--- config.mk ---
export PLATFORM = sky130hd
export DESIGN_NAME = plca_txop_claim_table
export DESIGN_NICKNAME = d
export VERILOG_FILES = /design/src/rtl/plca_txop_claim_table.sv
export SDC_FILE = /design/constraint.sdc
export NUM_CORES = 1
export LEC_CHECK = 0
export ABC_AREA = 1
export ABC_CLOCK_PERIOD_IN_PS = 3150
export CAP_MARGIN = 20
export CORE_MARGIN = 2
export CORE_UTILIZATION = 55
export DETAILED_ROUTE_END_ITERATION = 8
export GPL_ROUTABILITY_DRIVEN = 0
export MAX_ROUTING_LAYER = met4
export PLACE_DENSITY = 0.74
export SYNTH_ARGS = -nofsm -noshare
export SYNTH_HDL_FRONTEND = slang
export SYNTH_SLANG_ARGS = --single-unit
export TNS_END_PERCENT = 10
--- constraint.sdc ---
create_clock -name clk -period 3.15 [get_ports clk]
set_input_delay 0.4725 -clock clk [delete_from_list [all_inputs] [get_ports clk]]
set_output_delay 0.4725 -clock clk [all_outputs]
set_load 0.05 [all_outputs]
--- src/rtl/plca_txop_claim_table.sv ---
// PLCA TXOP ownership table: FREE/SOFT/HARD claim per TXOP ID, highest-HARD tracking, free-ID scan.
// Optional macro PLCA_TXOP_RANDOM_PICK_EN: LFSR-chosen start ID for the PICK_FREE scan.
`timescale 1ns/1ps
module plca_txop_claim_table #(
   parameter int NODE_CNT = 32,
   parameter int ID_W     = 8
) (
   input  logic            clk,
   input  logic            reset,
   input  logic            cmd_valid,
   output logic            cmd_ready,
   input  logic [2:0]      cmd_op,
   input  logic [ID_W-1:0] cmd_id,
   output logic            rsp_valid,
   output logic            rsp_found,
   output logic [ID_W-1:0] rsp_id,
   input  logic [ID_W-1:0] query_id,
   output logic            hard_claiming,
   output logic            soft_claiming,
   output logic [ID_W-1:0] max_hard_claim,
   output logic            busy
);

   localparam int IDX_W = (NODE_CNT > 2) ? $clog2(NODE_CNT) : 1;
   localparam logic [ID_W-1:0] ONE_ID    = ID_W'(1);
   localparam logic [ID_W-1:0] LAST_ID   = ID_W'(NODE_CNT - 1);
   localparam logic [ID_W-1:0] SCAN_LAST = ID_W'(NODE_CNT - 2);

   localparam logic [1:0] E_FREE = 2'd0;
   localparam logic [1:0] E_SOFT = 2'd1;
   localparam logic [1:0] E_HARD = 2'd2;

   localparam logic [2:0] OP_CLEAR_TABLE = 3'd0;
   localparam logic [2:0] OP_CLEAR_SOFT  = 3'd1;
   localparam logic [2:0] OP_SET_SOFT    = 3'd2;
   localparam logic [2:0] OP_SET_HARD    = 3'd3;
   localparam logic [2:0] OP_RELEASE     = 3'd4;
   localparam logic [2:0] OP_PICK_FREE   = 3'd5;

   typedef enum logic [1:0] {ST_IDLE, ST_SCAN_FREE, ST_SCAN_MAX} state_t;

   // Handshake: a command is taken on the edge where cmd_valid && cmd_ready; the
   // requester must hold it while cmd_ready is low. rsp_valid is a one-cycle pulse.
   state_t           state_q, state_d;
   logic [1:0]       tbl [NODE_CNT];
   logic [ID_W-1:0]  scan_ptr;
   logic [ID_W-1:0]  scan_cnt;
   logic [ID_W-1:0]  start_id;
   logic             accept;
   logic             cmd_id_ok, query_ok;
   logic [IDX_W-1:0] cmd_idx, query_idx, scan_idx;
   logic             release_scan, free_hit, hard_hit;

   assign cmd_id_ok    = (cmd_id != '0) && (cmd_id <= LAST_ID);
   assign query_ok     = (query_id != '0) && (query_id <= LAST_ID);
   assign cmd_idx      = cmd_id[IDX_W-1:0];
   assign query_idx    = query_id[IDX_W-1:0];
   assign scan_idx     = scan_ptr[IDX_W-1:0];
   assign free_hit     = (tbl[scan_idx] == E_FREE);
   assign hard_hit     = (tbl[scan_idx] == E_HARD);
   // Releasing the current maximum leaves a hole only a downward search can resolve.
   assign release_scan = cmd_id_ok && (tbl[cmd_idx] == E_HARD) &&
                         (cmd_id == max_hard_claim) && (cmd_id > ONE_ID);

`ifdef PLCA_TXOP_RANDOM_PICK_EN
   logic [7:0]      lfsr_q;
   logic [ID_W-1:0] lfsr_id;

   always_ff @(posedge clk) begin
      if (reset) lfsr_q <= 8'h01;
      else       lfsr_q <= {1'b0, lfsr_q[7:1]} ^ (lfsr_q[0] ? 8'hB8 : 8'h00);
   end

   always_comb begin
      lfsr_id = '0;
      for (int b = 0; b < ID_W && b < 8; b++) lfsr_id[b] = lfsr_q[b];
   end

   assign start_id = ((lfsr_id == '0) || (lfsr_id > LAST_ID)) ? ONE_ID : lfsr_id;
`else
   assign start_id = ONE_ID;
`endif

   always_ff @(posedge clk) begin
      if (reset) state_q <= ST_IDLE;
      else       state_q <= state_d;
   end

   always_comb begin
      state_d = state_q;
      case (state_q)
         ST_IDLE: begin
            if (accept) begin
               if (cmd_op == OP_PICK_FREE)                     state_d = ST_SCAN_FREE;
               else if (cmd_op == OP_RELEASE && release_scan)  state_d = ST_SCAN_MAX;
            end
         end
         ST_SCAN_FREE: if (free_hit || scan_cnt == SCAN_LAST) state_d = ST_IDLE;
         ST_SCAN_MAX:  if (hard_hit || scan_ptr == ONE_ID)     state_d = ST_IDLE;
         default:      state_d = ST_IDLE;
      endcase
   end

   always_comb begin
      cmd_ready = (state_q == ST_IDLE);
      busy      = (state_q != ST_IDLE);
      accept    = cmd_valid && (state_q == ST_IDLE);
   end

   always_ff @(posedge clk) begin
      if (reset) begin
         for (int i = 0; i < NODE_CNT; i++) tbl[i] <= E_FREE;
         max_hard_claim <= '0;
         rsp_valid      <= 1'b0;
         rsp_found      <= 1'b0;
         rsp_id         <= '0;
         hard_claiming  <= 1'b0;
         soft_claiming  <= 1'b0;
         scan_ptr       <= '0;
         scan_cnt       <= '0;
      end else begin
         rsp_valid     <= 1'b0;
         rsp_found     <= 1'b0;
         rsp_id        <= '0;
         hard_claiming <= query_ok && (tbl[query_idx] == E_HARD);
         soft_claiming <= query_ok && (tbl[query_idx] == E_SOFT);
         case (state_q)
            ST_IDLE: begin
               if (accept) begin
                  case (cmd_op)
                     OP_CLEAR_TABLE: begin
                        for (int i = 0; i < NODE_CNT; i++) tbl[i] <= E_FREE;
                        max_hard_claim <= '0;
                        rsp_valid      <= 1'b1;
                     end
                     OP_CLEAR_SOFT: begin
                        for (int i = 0; i < NODE_CNT; i++)
                           if (tbl[i] == E_SOFT) tbl[i] <= E_FREE;
                        rsp_valid <= 1'b1;
                     end
                     OP_SET_SOFT: begin
                        if (cmd_id_ok && tbl[cmd_idx] == E_FREE) tbl[cmd_idx] <= E_SOFT;
                        rsp_valid <= 1'b1;
                     end
                     OP_SET_HARD: begin
                        if (cmd_id_ok) begin
                           tbl[cmd_idx] <= E_HARD;
                           if (cmd_id > max_hard_claim) max_hard_claim <= cmd_id;
                        end
                        rsp_valid <= 1'b1;
                     end
                     OP_RELEASE: begin
                        if (cmd_id_ok) tbl[cmd_idx] <= E_FREE;
                        if (release_scan) begin
                           scan_ptr <= cmd_id - ONE_ID;
                        end else begin
                           rsp_valid <= 1'b1;
                           if (cmd_id_ok && tbl[cmd_idx] == E_HARD && cmd_id == max_hard_claim)
                              max_hard_claim <= '0;
                        end
                     end
                     OP_PICK_FREE: begin
                        scan_ptr <= start_id;
                        scan_cnt <= '0;
                     end
                     default: rsp_valid <= 1'b1;
                  endcase
               end
            end
            ST_SCAN_FREE: begin
               if (free_hit) begin
                  rsp_valid <= 1'b1;
                  rsp_found <= 1'b1;
                  rsp_id    <= scan_ptr;
               end else if (scan_cnt == SCAN_LAST) begin
                  rsp_valid <= 1'b1;
               end else begin
                  scan_ptr <= (scan_ptr == LAST_ID) ? ONE_ID : scan_ptr + ONE_ID;
                  scan_cnt <= scan_cnt + ONE_ID;
               end
            end
            ST_SCAN_MAX: begin
               if (hard_hit) begin
                  max_hard_claim <= scan_ptr;
                  rsp_valid      <= 1'b1;
               end else if (scan_ptr == ONE_ID) begin
                  max_hard_claim <= '0;
                  rsp_valid      <= 1'b1;
               end else begin
                  scan_ptr <= scan_ptr - ONE_ID;
               end
            end
            default: ;
         endcase
      end
   end

endmodule
# After elaboration in Yosys (flattened, before gate mapping)
# Memory sizes are Yosys's and may differ from the RTL's. A register that Yosys moved wholly into a read port is not among the register bits.
# Cells that the tools add are included.
[totals]
ff_bits = 38
mem_bits_rw = 64
input_bits = 22
out_inout_bits = 22
word_cells = 504
mem_count = 1
[mem_list]
columns = ["memory", "depth", "word_bits", "rd", "rd_clocked_by_memory_dff", "wr", "line_no", "rtl"]
rows = [
  ["tbl", 32, 2, 35, 1, 32, "45", "logic [1:0] tbl [NODE_CNT];"],
]
[op_classes]
add_sub_neg = 4
magnitude_cmp = 4
eq_ne = 64
n_mux = 325
bitwise = 68
n_reduce_logical = 29
[ops]
columns = ["cell", "count"]
rows = [
  ["1-bit 2-to-1 mux", 224],
  ["2-bit 2-to-1 mux", 72],
  ["8-bit 2-to-1 mux", 18],
  ["2-bit by 1-bit == test with 1-bit output (second input constant)", 34],
  ["1-bit OR", 66],
  ["8-bit one-hot mux with 2 select lines", 3],
  ["8-bit one-hot mux with 3 select lines", 2],
  ["3-bit != test (second input constant)", 6],
  ["8-bit by 1-bit adder with 8-bit output (second input constant)", 2],
  ["8-bit by 5-bit == test with 1-bit output (second input constant)", 2],
  ["8-bit by 5-bit less-or-equal comparator with 1-bit output (second input constant)", 2],
  ["8-bit AND reduction", 2],
  ["8-bit nonzero test", 2],
  ["8-bit by 1-bit subtractor with 8-bit output (second input constant)", 2],
  ["5-bit 2-to-1 mux", 3],
  ["2-bit != test (second input constant)", 6],
  ["1-bit logical AND", 10],
  ["2-bit == test (second input constant)", 4],
  ["8-bit by 1-bit == test with 1-bit output (second input constant)", 1],
  ["8-bit == test", 1],
  ["8-bit by 1-bit greater-than comparator with 1-bit output (second input constant)", 1],
  ["8-bit greater-than comparator", 1],
  ["3-bit by 2-bit == test with 1-bit output (second input constant)", 2],
  ["3-bit == test (second input constant)", 2],
  ["other kinds (17)", 26],
]

# Logic depth before layout (Yosys ltp)
[logic_depth]
word_depth = 13
depth_mapped = 20
mapped_depth_nobuf = 17

# Worst setup path before layout
# No wires, ideal clock.
[synth_path]
path_type = "flip-flop to flip-flop"
start = "register state_q[0]"
end = "memory tbl[10][0] (enable)"
setup_ps = 250
t_arrival_ps = 2412
required_time_ps = 2900
setup_slack_ps = 488
stages_incl_launch_ff = 11
n_path_buf = 2
period_less_slack_ps = 2662
path_cell_list = "dfxtp_1 > inv_1 > ha_1 > clkbuf_1 > nand2_1 > clkinv_1 > a31oi_2 > inv_1 > clkbuf_1 > a21oi_1 > nand2_1"
[synth_lines]
columns = ["element", "line_no", "rtl"]
rows = [
  ["from (decl)", "44", "state_t state_q, state_d;"],
  ["from (signal assigned)", "86", "else state_q <= state_d;"],
  ["to (decl)", "45", ""],
]

# Worst setup path after layout
[layout_path]
start = "input port cmd_id[0]"
end = "register scan_ptr[1]"
[layout_between]
elab_chain_cells = 7
elab_cells_between_ends = 17
classes_between = "1 x add/sub; 2 x order compare; 3 x eq/ne; 4 x mux; 6 x reduce/logical; 1 x memory"
[layout_rtl]
columns = ["element", "line_no", "rtl"]
rows = [
  ["from (decl)", "13", "input logic [ID_W-1:0] cmd_id,"],
  ["memory read 32 x 2 bit, or another cell as far along", "-", ""],
  ["2-bit == test or 1-bit logical AND (tied branches)", "62, 54", ""],
  ["1-bit logical AND (2 in series)", "62", "assign release_scan = cmd_id_ok && (tbl[cmd_idx] == E_HARD) &&"],
  ["1-bit logical AND", "63", "(cmd_id == max_hard_claim) && (cmd_id > ONE_ID);"],
  ["3-bit != test (no line)", "-", ""],
  ["8-bit AND reduction (no line)", "-", ""],
  ["to (signal assigned)", "155", "scan_ptr <= cmd_id - ONE_ID;"],
  ["to (signal assigned)", "163", "scan_ptr <= start_id;"],
  ["to (signal assigned)", "178", "scan_ptr <= (scan_ptr == LAST_ID) ? ONE_ID : scan_ptr + ONE_ID;"],
  ["to (decl)", "46", "logic [ID_W-1:0] scan_ptr;"],
]
# Several ways; a longest one is shown, not always the timed one. The select of a mux whose other input is x is not followed.
# A chain may end at the register's enable or synchronous reset.

==> results.yml <==
outcome:
  status: "finished, final reports clean"
timing:
  max_freq_mhz: 366
  rsz0062_at_grt: "no"
  final_max_slew_viol_count: 0
  post-route-worst-setup-slack_ps: 420
  worstMarginPinSlew_ps: 558
  setup_tns_ps: 0
  skew_ps: 10.1
  post-route-period-util_pct: 86.7
  setup_violations: 0
  hold_viol_final: 0
  period_minus_slack_ps: 2730
  max_slew_margin_pct: 62.7
setup_path:
  criticalPathCategory: "input pin to flop"
  r2r_start: "state_q[0]$_SDFFE_PP0P_"
  crit_required_ps: 3440
  crit_start: "cmd_id[0]"
  cp-end-kind: "flop"
  cp-start-kind: "input pin"
  crit_fanout: 24
  cp.arrival_ps: 3020
worst_hold_path:
  holdCritStartpoint: "scan_cnt[7]$_SDFFE_PP0P_"
  hold_path_class: "flop to flop"
placed_design:
  place_inst: 1381
  pre_cts_ws_ps: 91.1
  dp_hpwl_mm: 17.3
  io_buffer_count: 43
cells_and_area:
  area_growth_pct: 13.3
  n_antenna_cell: 0
  nets: 1256
  final_common_cell: "nand2_1"
  mostFrequentLayoutCells: "nand2_1 (266), nor2_1 (139), nand3_1 (128), inv_1 (127), a21oi_1 (76)"
  stdcell_count: 1397
  postLayoutCoreUtil_pct: 64.0
  final_layout_size_suffix_gt1_share_pct: 7.97
route:
  first_pass_iters: 8
  num_vias: 8313
  drc_errors: 0
  avgRoutedWirePerCell_um: 17.5
  ant_nets: 0
  drt_first_iter_violations: 1036
  wl_mm: 24.4
  vias_per_cell: 5.95
clock_network:
  cts.repair.resized: 0
  cts_root_buf: "clkbuf_16"
  cts_tree: "done"
  hold_buffers: 0
  clkTransAtPathRegs_ps: 70
  cts.sink_count: 107
  h-tree-depth: 3
  clk_path_buf_depth: 2
  numCtsBuffers: 9
  clock_latency_ps: 360
  cts_setup_buffers: 0
yosys:
  seq_area_frac_synth_pct: 35.4
  async_reset_ff_share_pct: 0
  syn-cell-area_sq_um: 7870
  yosysWarningCount: 0
  syn_inst: 1175
  synth_edf_count: 64
  syn_area_per_cell_sq_um: 6.70
  ys_types: 45
  synthFlopType: "edfxtp_1"
  synth-seq-cells: 107
die:
  fp.dieH_um: 124
  coreArea_sq_um: 13900
  io_pins: 44
  die_x_um: 124
  dieArea_sq_um: 15300
  initial_core_util_pct: 56.5
  fp-row-count: 43
grt:
  grt_pass1_wl_mm: 38.5
  antenna_found_initial: 0
  gr-total-overflow: 0
  track_usage_pct: 33.8
  grt_max_degree: 34
  grt_pass1_vias: 7364
flow_run:
  maxCapViolCount: 0
power_and_ir_drop:
  leakage_uw: 0.00393
  p_total_uw: 6160
  ir_drop_v: 0.000394
  p_per_area_nw_per_um2: 691
[synth_stat cells (5+ instances only)]
master,number,area share (%)
nand3_1,128,8.1
nand4_1,45,3.6
nor3_1,38,2.4
o21ai_0,74,4.7
buf_2,21,1.3
inv_2,5,0.24
nand2_1,266,13
nor3_2,7,0.89
a21oi_1,76,4.8
xor2_1,8,0.89
nand2_2,6,0.48
inv_1,127,6.1
ha_1,22,3.5
o22ai_1,13,1.0
edfxtp_1,64,24
o211ai_1,7,0.67
clkbuf_1,34,1.6
nor2_1,140,6.7
dfxtp_1,43,11
[state kept, by name, summed over array words and instances (netlist names), named ones only]
name / cells
rsp_found: 1
tbl: 64
rsp_valid: 1
max_hard_claim: 8
scan_ptr: 8
hard_claiming: 1
rsp_id: 8
soft_claiming: 1
state_q: 2
scan_cnt: 8
[metal layers]
layer | global-route usage, % | wire [um]
met5 | - | 0
met4 | 11.2 | 603
met3 | 7.05 | 3010
met2 | 47.9 | 10500
met1 | 48.2 | 10300
[critical path: stages]
cell and delay [ps]:
clkdlybuf4s50_1 590, buf_4 310, nand2_1 90, nand3_1 80, nand2_1 50, nand2_1 70, nand2_1 50, nor2_1 160
nand2_1 100, nor2_1 150, nand3_2 110, nand2_2 100, nand3b_1 90, nor2_2 340, nor2_1 70, nor2_1 160
[worst paths after layout]
check	to	slack, ps	cells past startpoint
max	scan_ptr[1]$_SDFFE_PP0P_	420	16
min	scan_cnt[7]$_SDFFE_PP0P_	500	2
max reg2reg	tbl[13][0]$_SDFFCE_PN0P_	610	9
min reg2reg	scan_cnt[7]$_SDFFE_PP0P_	500	2
[cells by family after synthesis]
family                     synth area share [%]
and+or+nand+nor                            36.8
buffers and inverters                      10.3
AOI/OAI and AO/OA                          12.9
DFF                                        35.4
adders and majority gates                  3.50
xor gates and xnor gates                   1.11
other                                    0.0477
[power by group]
| group | switching (uW) | leakage, uW | internal (uW) | total [uW] |
|---|---|---|---|---|
| Sequential | 211 | 0.00101 | 1690 | 1910 |
| Combinational | 2180 | 0.00277 | 943 | 3120 |
| Clock | 555 | 0.000146 | 575 | 1130 |
[final cells by class]
type	count	area [sq um]
Clock buffer	10	239
Timing Repair Buffer	90	808
Inverter	135	509
Sequential cell	107	2780
Fill cell	1257	5020
Clock inverter	6	52.6
Multi-Input combinational cell	869	4300
Tap cell	180	225
[per-stage QoR]
step,hold WS (ps),cell area (sq um)
CTS,505,8910
finish,504,8910
global placement,489,8620
global route,539,8910
detailed placement,493,8620
floorplan,469,7870
No activity file was read; power rests on OpenSTA's default activity.
